`config.mk`:
```
export PLATFORM = sky130hd
export DESIGN_NAME = vga_num_regs_flat
export DESIGN_NICKNAME = d
export VERILOG_FILES = /design/src/rtl/vga_num_regs_if.sv /design/src/rtl/vga_num_regs.sv /design/src/flat_wrapper.sv
export SDC_FILE = /design/constraint.sdc
export NUM_CORES = 1
export LEC_CHECK = 0
export CORE_ASPECT_RATIO = 0.6
export CORE_MARGIN = 4
export CORE_UTILIZATION = 30
export DETAILED_ROUTE_END_ITERATION = 7
export HOLD_SLACK_MARGIN = 0.05
export SLEW_MARGIN = 20
export SYNTH_ARGS = -nofsm -noshare
export SYNTH_HDL_FRONTEND = slang
export SYNTH_SLANG_ARGS = --single-unit
```
`constraint.sdc`:
```
create_clock -name clk -period 10.07 [get_ports clk]
set_input_delay 1.5105 -clock clk [delete_from_list [all_inputs] [get_ports clk]]
set_output_delay 1.5105 -clock clk [all_outputs]
set_load 0.05 [all_outputs]
```
`src/rtl/vga_num_regs_if.sv`:
```
// CPU-side request/ready bus for the VGA number register bank.
// Four-phase handshake: the master holds ce_in high until it sees ready_out, then drops it.
interface vga_num_regs_if;
   logic        ce_in;
   logic        we_in;
   logic [15:0] addr_in;
   logic [15:0] data_in;
   logic [15:0] data_out;
   logic        ready_out;

   modport master (output ce_in, we_in, addr_in, data_in, input data_out, ready_out);
   modport slave  (input ce_in, we_in, addr_in, data_in, output data_out, ready_out);
endinterface

```
`src/rtl/vga_num_regs.sv`:
```
// Sixteen 16-bit display registers behind a four-phase CPU handshake; ready two edges after the request is sampled.
// Define VGA_NUM_DBUF_EN to double-buffer display updates and commit them on frame_sync_in rising edges.
module vga_num_regs #(
   parameter logic [15:0] BASE_ADDR = 16'hBF10
) (
   input  logic        clk,
   input  logic        rst,
   vga_num_regs_if.slave bus,
   input  logic        frame_sync_in,
   output logic [15:0] number0,
   output logic [15:0] number1,
   output logic [15:0] number2,
   output logic [15:0] number3,
   output logic [15:0] number4,
   output logic [15:0] number5,
   output logic [15:0] number6,
   output logic [15:0] number7,
   output logic [15:0] number8,
   output logic [15:0] number9,
   output logic [15:0] number10,
   output logic [15:0] number11,
   output logic [15:0] number12,
   output logic [15:0] number13,
   output logic [15:0] number14,
   output logic [15:0] number15
);

   typedef enum logic [1:0] {
      INIT  = 2'b00,
      READ  = 2'b01,
      WRITE = 2'b10,
      HOLD  = 2'b11
   } state_t;

   state_t      state, state_nxt;
   logic [15:0] shadow [16];
   logic [15:0] view   [16];
   logic        we_q, hit_q;
   logic [3:0]  idx_q;
   logic [15:0] data_q;
   logic [15:0] rd_data;
   logic        hit;
   logic        wr_hit;

   assign hit           = (bus.addr_in[15:4] == BASE_ADDR[15:4]);
   assign wr_hit        = (state == WRITE) && we_q && hit_q;
   assign bus.ready_out = (state == HOLD);
   assign bus.data_out  = rd_data;

   always_ff @(posedge clk or posedge rst) begin
      if (rst) state <= INIT;
      else     state <= state_nxt;
   end

   always_comb begin
      state_nxt = state;
      case (state)
         INIT:        if (bus.ce_in) state_nxt = bus.we_in ? WRITE : READ;
         READ, WRITE: state_nxt = HOLD;
         HOLD:        if (!bus.ce_in) state_nxt = INIT;
         default:     state_nxt = INIT;
      endcase
   end

   // Request fields are captured once so the master may change them after acceptance.
   always_ff @(posedge clk or posedge rst) begin
      if (rst) begin
         we_q   <= 1'b0;
         hit_q  <= 1'b0;
         idx_q  <= 4'd0;
         data_q <= 16'h0000;
      end else if (state == INIT && bus.ce_in) begin
         we_q   <= bus.we_in;
         hit_q  <= hit;
         idx_q  <= bus.addr_in[3:0];
         data_q <= bus.data_in;
      end
   end

   always_ff @(posedge clk or posedge rst) begin
      if (rst) begin
         for (int i = 0; i < 16; i++) shadow[i] <= 16'h0000;
         rd_data <= 16'h0000;
      end else begin
         if (state == READ) rd_data <= hit_q ? shadow[idx_q] : 16'h0000;
         if (wr_hit)        shadow[idx_q] <= data_q;
      end
   end

`ifdef VGA_NUM_DBUF_EN
   logic [15:0] disp [16];
   logic        dirty, sync_d;
   logic        commit;

   assign commit = frame_sync_in && !sync_d && dirty;

   // A write landing on the commit edge re-arms dirty so its value shows next frame.
   always_ff @(posedge clk or posedge rst) begin
      if (rst) begin
         for (int i = 0; i < 16; i++) disp[i] <= 16'h0000;
         dirty  <= 1'b0;
         sync_d <= 1'b0;
      end else begin
         sync_d <= frame_sync_in;
         if (commit) begin
            for (int i = 0; i < 16; i++) disp[i] <= shadow[i];
            dirty <= 1'b0;
         end
         if (wr_hit) dirty <= 1'b1;
      end
   end

   assign view = disp;
`else
   logic unused_frame_sync;
   assign unused_frame_sync = frame_sync_in;
   assign view = shadow;
`endif

   assign number0  = view[0];
   assign number1  = view[1];
   assign number2  = view[2];
   assign number3  = view[3];
   assign number4  = view[4];
   assign number5  = view[5];
   assign number6  = view[6];
   assign number7  = view[7];
   assign number8  = view[8];
   assign number9  = view[9];
   assign number10 = view[10];
   assign number11 = view[11];
   assign number12 = view[12];
   assign number13 = view[13];
   assign number14 = view[14];
   assign number15 = view[15];

endmodule

```
`src/flat_wrapper.sv`:
```
// flat-port wrapper written by rule: the top's interface ports become plain ports
module vga_num_regs_flat 
#(
   parameter logic [15:0] BASE_ADDR = 16'hBF10
)
  (clk, rst, frame_sync_in, number0, number1, number2, number3, number4, number5, number6, number7, number8, number9, number10, number11, number12, number13, number14, number15, bus_ce_in, bus_we_in, bus_addr_in, bus_data_in, bus_data_out, bus_ready_out);
  vga_num_regs_if bus_i ();
  input  logic clk;
  input  logic rst;
  input  logic frame_sync_in;
  output logic [15:0] number0;
  output logic [15:0] number1;
  output logic [15:0] number2;
  output logic [15:0] number3;
  output logic [15:0] number4;
  output logic [15:0] number5;
  output logic [15:0] number6;
  output logic [15:0] number7;
  output logic [15:0] number8;
  output logic [15:0] number9;
  output logic [15:0] number10;
  output logic [15:0] number11;
  output logic [15:0] number12;
  output logic [15:0] number13;
  output logic [15:0] number14;
  output logic [15:0] number15;
  input wire logic [$bits(bus_i.ce_in)-1:0] bus_ce_in;
  input wire logic [$bits(bus_i.we_in)-1:0] bus_we_in;
  input wire logic [$bits(bus_i.addr_in)-1:0] bus_addr_in;
  input wire logic [$bits(bus_i.data_in)-1:0] bus_data_in;
  output wire logic [$bits(bus_i.data_out)-1:0] bus_data_out;
  output wire logic [$bits(bus_i.ready_out)-1:0] bus_ready_out;
  assign bus_i.ce_in = bus_ce_in;
  assign bus_i.we_in = bus_we_in;
  assign bus_i.addr_in = bus_addr_in;
  assign bus_i.data_in = bus_data_in;
  assign bus_data_out = bus_i.data_out;
  assign bus_ready_out = bus_i.ready_out;
  vga_num_regs #(.BASE_ADDR(BASE_ADDR)) u_core (.clk(clk), .rst(rst), .bus(bus_i), .frame_sync_in(frame_sync_in), .number0(number0), .number1(number1), .number2(number2), .number3(number3), .number4(number4), .number5(number5), .number6(number6), .number7(number7), .number8(number8), .number9(number9), .number10(number10), .number11(number11), .number12(number12), .number13(number13), .number14(number14), .number15(number15));
endmodule
```
==> results.yml, run 1 <==
grt:
  grt_usage_pct: 19.6
  grt_pass1_vias: 9692
  antenna_found_initial: 1
  grt_pass1_wl_um: 69300
  grt_overflow: 0
  grt_max_degree: 104
critical_path:
  crit_path_end_kind: "flop"
  timing.rr.start: "u_core.idx_q[1]$_DFFE_PP0P_"
  crit_type: "reg2reg"
  cp-start-kind: "flop"
  r2r_slack_ns: 6.24
  crit_path_start: "u_core.idx_q[1]$_DFFE_PP0P_"
  r2r_cells: 6
  cp_data_required_time_ns: 10.51
  regToRegEndpoint: "u_core.bus.data_out[11]$_DFFE_PP0N_"
  critPathMaxFanout: 54
  worstPathArrival_ns: 4.26
min_path:
  hp-class: "reg2reg"
  hp-start: "u_core.bus.data_out[1]$_DFFE_PP0N_"
  min_to: "u_core.bus.data_out[1]$_DFFE_PP0N_"
  hold-path-cell-count: 2
synth:
  synth.cell_area_mm2: 0.0134
  ys_seq_elements: 296
  synth_cell_type_count: 29
  synthCells: 974
  yosys_most_used_dff: "dfrtp_1"
  ys.warnings.count: 0
  synthArstFlopShare_pct: 100
  syn_nets: 1016
  seq_area_frac_synth_pct: 55.2
  synth_edf_count: 0
  syn_area_per_cell_um2: 13.8
clock_tree:
  cts_tree: "yes"
  post-cts-setup-buffer-count: 0
  cts_max_path_buffers: 3
  path_clk_slew_ns: 0.06
  clk_latency_ns: 0.58
  htree_num_levels: 1
  cts_sinks: 296
  cts_made_buffers: 31
  hold_buffers: 0
  ctsResizeCount: 0
  clockRootBuffer: "clkbuf_16"
pwr:
  cellPowerDensity_mw_per_mm2: 190
  p_leak_nw: 8.37
  fin_total_pwr_mw: 3.45
  vdd.ir_drop.worst_uv: 161
placed_design:
  post-dp-hpwl_um: 33000
  dpl_worst_slack_ns: 5.75
  place_congestion: 0.849
  placed_cell_area_mm2: 0.0171
  io_buffers: 308
layout:
  fin_nets: 1304
  stdcell_area_mm2: 0.0181
  regArea_mm2: 0.00741
  drive_gt1_share_pct: 28.8
  nFillCells: 4101
  syn_to_final_growth_pct: 35.3
  mostFrequentLayoutCells: "clkdlybuf4s50_1 (308), dfrtp_1 (295), mux2_2 (267)"
  multi_input_area_mm2: 0.00569
  layout_commonest_cell: "clkdlybuf4s50_1"
detailed_routing:
  drt_first_pass_iters: 5
  drc: 0
  dr.first_iter.drc_count: 550
  drt-wirelength-per-cell_um: 25.7
  antenna_left: 0
  vias_per_cell: 5.02
  vias: 9377
  wirelength_um: 48100
floorplan:
  row_count: 59
  start_util_pct: 30.6
  ioPinCount: 310
  core_area_mm2: 0.0438
  die_x_um: 281
  dieArea_mm2: 0.0483
  die_h_um: 172
sta:
  max_freq_mhz: 261
  setup_slack_ns: 6.24
  hold_viol: 0
  period_needed_ns: 3.83
  relSlewSlack_pct: 26.0
  setup-tns-final_ns: 0
  setup_viol: 0
  finalCritPeriodShare_pct: 38.0
  drv_slew: 0
  skew_ns: 0.0202
  rsz0062_at_grt: "no"
  worst_pin_slew_ns: 1.11
run_status:
  outcome: "complete, no violations"
job:
  maxCapViolations: 0
-- cells in the mapped netlist (2+ instances only) --
cell / count / share of area (%)
buf_1: 2 / 0.056
nor2b_1: 5 / 0.23
buf_4: 8 / 0.45
nor2_1: 6 / 0.17
o21ai_0: 2 / 0.075
buf_6: 2 / 0.17
buf_2: 23 / 0.86
mux2i_1: 129 / 9.6
a22oi_1: 48 / 2.7
nand2_1: 21 / 0.59
nand2b_1: 18 / 0.84
mux2_4: 10 / 1.1
nor3_4: 2 / 0.24
mux2_2: 267 / 22
nand3_1: 51 / 1.9
dfrtp_1: 296 / 55
nor2_2: 10 / 0.47
inv_1: 3 / 0.084
a21oi_1: 18 / 0.67
clkbuf_1: 38 / 1.1
ha_1: 5 / 0.47
nand4b_1: 2 / 0.13
or3_1: 2 / 0.093
-- worst max-delay path, cell delays in order (launching register included) --
cell and delay (ns):
dfrtp_4 0.85, buf_4 0.91, buf_4 0.77, mux2i_1 0.60
a22oi_1 0.19, nand3_1 0.12, nand3_1 0.08
-- metrics by stage --
step	hold slack, ns	std cells	util, %
finish	0.488	1869	41.4
detailed placement	0.472	1807	39.0
CTS	0.489	1864	41.3
global route	0.526	1865	41.4
global placement	0.473	1807	39.0
floorplan	0.486	974	-
-- area by class of cell --
class	instances	area share [%]
multi-input combinational	602	31.4
sequential	296	40.9
clock inverter	13	0.717
tap	579	3.99
timing repair buffer	328	18.0
antenna	4	0.0552
clock buffer	44	4.93
inverter	3	0.103
-- report_power, final --
part	total, mW	internal, mW	switching [mW]
clock	1.16	0.669	0.494
sequential	1.52	1.23	0.282
combinational	0.767	0.306	0.461
-- per-layer routing --
| layer | GRT usage (%) | share of wire, % | vias to the layer above |
|---|---|---|---|
| li1 | - | - | 4117 |
| met1 | 28.0 | 47 | 4938 |
| met2 | 30.1 | 44 | 267 |
| met3 | 4.94 | 6.7 | 55 |
| met4 | 4.16 | 2.2 | 0 |
| met5 | 0 | 0 | - |
-- cell families after synthesis --
group / count (synthesis) / share of synthesized area [%]
muxes: 406 / 33.2
DFF: 296 / 55.2
and+or+nand+nor: 122 / 4.95
buffers and inverters: 76 / 2.68
AOI/OAI and AO/OA: 69 / 3.50
adders and majority gates: 5 / 0.467
-- worst max path at each step --
stage                                                      to  slack [ns]
after floorplan            u_core.bus.data_out[0]$_DFFE_PP0N_        0.38
after global placement            u_core.idx_q[1]$_DFFE_PP0P_        5.79
after detailed placement          u_core.idx_q[1]$_DFFE_PP0P_        5.75
after CTS                 u_core.bus.data_out[11]$_DFFE_PP0N_        6.28
after global routing              u_core.idx_q[1]$_DFFE_PP0P_        6.06
final                     u_core.bus.data_out[11]$_DFFE_PP0N_        6.24
Note: power is estimated with default switching activity, not from simulation.
==> inputs of run 2 (changes only) <==
- clock period: 10.07 -> 3.7 ns (I/O delays scaled with it)
==> results.yml, run 2 (same netlist as run 1, synthesis figures left out) <==
grt:
  grt_max_degree: 94
  grt_overflow: 0
  grt_usage_pct: 19.6
  grt_pass1_vias: 9782
  grt_pass1_wl_um: 69800
  antenna_found_initial: 1
critical_path:
  crit_type: "reg2out"
  regToRegEndpoint: "u_core.number3[10]$_DFFE_PP0P_"
  cp-start-kind: "flop"
  worstPathArrival_ns: 1.99
  r2r_cells: 5
  r2r_slack_ns: 1.16
  timing.rr.start: "u_core.idx_q[1]$_DFFE_PP0P_"
  cp_data_required_time_ns: 3.14
  critPathMaxFanout: 4
  cpPeakStageDelay_ns: 0.82
  crit_path_end_kind: "output pin"
  path_cells: "ha_1, clkdlybuf4s50_1"
  worst_path_max_delay_cell: "clkdlybuf4s50_1"
sta:
  period_needed_ns: 2.55
  finalCritPeriodShare_pct: 68.8
  worst_pin_slew_ns: 0.943
  relSlewSlack_pct: 37.1
  max_freq_mhz: 393
  setup_viol: 0
  skew_ns: 0.0199
  setup_slack_ns: 1.15
  hold_ws_ns: 0.477
  hold_viol: 0
  rsz0062_at_grt: "no"
  drv_slew: 0
clock_tree:
  clockRootBuffer: "clkbuf_16"
  cts_tree: "yes"
  post-cts-setup-buffer-count: 0
  cts_max_path_buffers: 3
  cts_sinks: 296
  path_clk_slew_ns: 0.06
  cts_made_buffers: 31
  clk_latency_ns: 0.57
  hold_buffers: 0
  htree_num_levels: 1
  ctsResizeCount: 0
placed_design:
  post-dp-hpwl_um: 33800
  dpl_worst_slack_ns: 1.15
  dp_cells: 1823
  place_congestion: 0.785
  io_buffers: 308
detailed_routing:
  drt-wirelength-per-cell_um: 25.8
  antenna_left: 0
  vias: 9415
  wirelength_um: 48300
  dr.first_iter.drc_count: 696
  drt_first_pass_iters: 4
  drc: 0
  vias_per_cell: 5.02
pwr:
  power_switching_mw: 3.35
  pwr-share-comb_pct: 22.3
  pwr-share-seq_pct: 43.4
  switching_share_pct: 35.4
  p_int_mw: 6.13
  p_leak_nw: 8.45
  vdd.ir_drop.worst_uv: 363
  cellPowerDensity_mw_per_mm2: 519
  clkPwrFrac_pct: 34.3
min_path:
  hp-class: "in2async"
floorplan:
  die_h_um: 172
  core_area_mm2: 0.0438
  dieArea_mm2: 0.0483
  row_count: 59
  ioPinCount: 310
  start_util_pct: 30.6
  die_x_um: 281
job:
  maxCapViolations: 0
layout:
  post-route-util_pct: 41.7
  layout_commonest_cell: "clkdlybuf4s50_1"
  fin_nets: 1319
  syn_to_final_growth_pct: 36.2
  drive_gt1_share_pct: 29.5
  mostFrequentLayoutCells: "clkdlybuf4s50_1 (308), dfrtp_1 (295), mux2_2 (267)"
  stdcell_count: 1876
run_status:
  outcome: "complete, no violations"
## run 2: changes by cell type in the layout (fill, tap and decap cells not counted), moves of 3 or more
cell	previous run	this run
clkinv_2	7	3
buf_12	0	4
nor2_2	9	12
buf_4	18	31
clkbuf_1	6	3
nor2_4	5	1
## run 2: per-layer routing
metal  up-vias  routed length (µm)  track usage, %
met5         -                  20               0
met4         2                 867            3.17
met3        58                2760            5.05
met2       239               21500            30.3
met1      4973               23200            28.3
li1       4143                   -               -
## run 2: worst max path at each step
stage	from	to	slack, ns	depth (start not counted)
floorplan	rst	u_core.bus.data_out[0]$_DFFE_PP0N_	-0.79	1
global placement	u_core.idx_q[1]$_DFFE_PP0P_	u_core.number3[12]$_DFFE_PP0P_	1.19	5
detailed placement	u_core.idx_q[1]$_DFFE_PP0P_	u_core.number3[7]$_DFFE_PP0P_	1.15	5
CTS	u_core.idx_q[1]$_DFFE_PP0P_	u_core.number3[14]$_DFFE_PP0P_	1.11	5
global route	u_core.state[0]$_DFFE_PP0P_	u_core.number2[2]$_DFFE_PP0P_	1.05	6
finish	u_core.state[1]$_DFFE_PP0P_	bus_ready_out	1.15	2
## run 2: worst max-delay path, delay by kind of cell (launching register included)
family	cells	cell delay, ns
adder cells (fa/ha/maj)	1	0.21
buffers and inverters	1	0.82
flip-flops	1	0.40
## run 2: stage by stage
step	area, µm²	total power, mW	TNS [ns]
after CTS	18300	9.59	0
after global routing	18300	9.91	0
final	18300	9.49	0
after floorplan	13400	5.24	-232.69
after detailed placement	17200	6.30	0
after global placement	17200	6.25	0
## run 2: cell type report
cell class | instances | area, µm²
Inverter | 3 | 15.0
Clock buffer | 41 | 883
Multi-Input combinational cell | 602 | 5670
Timing Repair Buffer | 343 | 3400
Tap cell | 579 | 724
Fill cell | 4085 | 25500
Sequential cell | 296 | 7410
Antenna cell | 2 | 5.00
Clock inverter | 10 | 160
## run 2: power by group through the flow
stage | Combinational (mW) | Clock, mW | Sequential [mW]
detailed placement | 2.14 | 0 | 4.16
global route | 2.27 | 3.48 | 4.15
global placement | 2.11 | 0 | 4.13
finish | 2.12 | 3.25 | 4.12
floorplan | 1.67 | 0 | 3.57
CTS | 2.14 | 3.35 | 4.10
==> inputs of run 3 (changes only) <==
- clock period: 3.7 -> 2.1 ns (I/O delays scaled with it)
==> results.yml, run 3 (same netlist as run 1, synthesis figures left out) <==
detailed_routing:
  drt-wirelength-per-cell_um: 25.2
  drt_first_pass_iters: 4
  dr.first_iter.drc_count: 497
  vias_per_cell: 4.95
  drc: 0
  antenna_left: 0
  wirelength_um: 48000
  vias: 9405
sta:
  max_freq_mhz: 488
  hold_ws_ns: 0.193
  relSlewSlack_pct: 43.2
  hold_viol: 0
  finalCritPeriodShare_pct: 97.6
  skew_ns: 0.0127
  drv_slew: 0
  period_needed_ns: 2.05
  setup_viol: 0
  worst_pin_slew_ns: 0.851
layout:
  nFillCells: 4156
  fin_nets: 1338
  mostFrequentLayoutCells: "dfrtp_1 (295), mux2_2 (267), dlygate4sd2_1 (234)"
  syn_to_final_growth_pct: 36.9
  drive_gt1_share_pct: 33.0
  layout_commonest_cell: "dfrtp_1"
  stdcell_area_mm2: 0.0184
pwr:
  vdd.ir_drop.worst_uv: 756
  p_leak_nw: 10.0
  cellPowerDensity_mw_per_mm2: 920
critical_path:
  critPathMaxFanout: 3
  crit_type: "reg2out"
  path_cells: "clkdlybuf4s50_1"
  cp_data_required_time_ns: 1.78
  cpPeakStageDelay_ns: 0.81
  regToRegEndpoint: "u_core.number0[5]$_DFFE_PP0P_"
  worstPathArrival_ns: 1.73
  r2r_slack_ns: 0.09
  timing.rr.start: "u_core.state[0]$_DFFE_PP0P_"
  cpLargestDelayFamily: "buffers and inverters"
  worst_path_max_delay_cell: "clkdlybuf4s50_1"
  crit_path_end_kind: "output pin"
  critPathBufInv: 1
  cp-start-kind: "flop"
  r2r_cells: 7
clock_tree:
  cts_max_path_buffers: 3
  htree_num_levels: 1
  cts_sinks: 296
  cts_tree: "yes"
  hold_buffers: 0
  clk_latency_ns: 0.57
  clockRootBuffer: "clkbuf_16"
  path_clk_slew_ns: 0.06
  cts_made_buffers: 31
grt:
  grt_usage_pct: 19.6
  grt_max_degree: 57
  grt_pass1_wl_um: 69800
  grt_pass1_vias: 9893
  antenna_found_initial: 1
  grt_overflow: 0
floorplan:
  core_area_mm2: 0.0438
  row_count: 59
  start_util_pct: 30.6
  ioPinCount: 310
  dieArea_mm2: 0.0483
  die_h_um: 172
  die_x_um: 281
placed_design:
  post-dp-hpwl_um: 34200
  placed_cell_area_mm2: 0.0176
  io_buffers: 308
  place_congestion: 0.803
min_path:
  hp-class: "in2async"
run_status:
  outcome: "complete, no violations"
job:
  maxCapViolations: 0
## run 3: layout make-up
type                            instances  area, µm²  area share, %
Sequential cell                       296       7410           40.4
Inverter                                3       15.0         0.0818
Timing Repair Buffer                  362       3470           18.9
Multi-Input combinational cell        602       5680           30.9
Clock inverter                         16        173          0.940
Antenna cell                            2       5.00         0.0273
Clock buffer                           41        883           4.81
Tap cell                              579        724           3.95
## run 3: layer usage
layer,up-vias,share of wire (%),GRT usage [%]
li1,4173,-,-
met1,4928,46,28.3
met2,239,44,30.0
met3,63,7.2,4.91
met4,2,2.1,3.92
met5,-,0.042,0
## run 3: worst max-delay path by stage
stage                     slack [ns]  cells past startpoint                             from                            endpoint
after CTS                    0.00006                      1  u_core.number13[10]$_DFFE_PP0P_                        number13[10]
after detailed placement        0.10                      7      u_core.state[0]$_DFFE_PP0P_       u_core.number2[4]$_DFFE_PP0P_
after floorplan                -2.15                      1                              rst  u_core.bus.data_out[0]$_DFFE_PP0N_
after global routing           -0.02                      7      u_core.state[0]$_DFFE_PP0P_       u_core.number0[5]$_DFFE_PP0P_
after global placement          0.12                      7      u_core.state[0]$_DFFE_PP0P_       u_core.number2[3]$_DFFE_PP0P_
final                           0.05                      1   u_core.number1[12]$_DFFE_PP0P_                         number1[12]
## run 3: repair_timing
action                     4_1_cts  5_1_grt
setup endpoints to repair      234       38
pin swaps                        0        0
setup buffers                    0        0
resized for setup              234       13
hold endpoints to repair         0        0
## run 3: metrics by stage
stage	power, mW	std cells	utilization [%]	TNS (ns)	setup WS (ns)
floorplan	9.23	974	-	-635.25	-2.15
global placement	11.2	1842	40.1	0	0.123
detailed placement	11.3	1842	40.1	0	0.104
CTS	17.1	1899	41.9	0	0.0000602
global route	17.6	1899	41.9	-0.0859	-0.0156
finish	16.9	1901	41.9	0	0.0504
## run 3: power breakdown
group,switching [mW],internal (mW)
logic,2.39,1.66
registers,1.20,5.92
clock network,2.41,3.32
total,6.00,10.9
## run 3: worst reg2reg max path, stage by stage, from the launching register on
cell and delay (ns):
dfrtp_1 0.40, inv_1 0.09, ha_1 0.16, nor2b_1 0.23, nand2_2 0.15, or3_1 0.37
buf_12 0.19, mux2_4 0.31
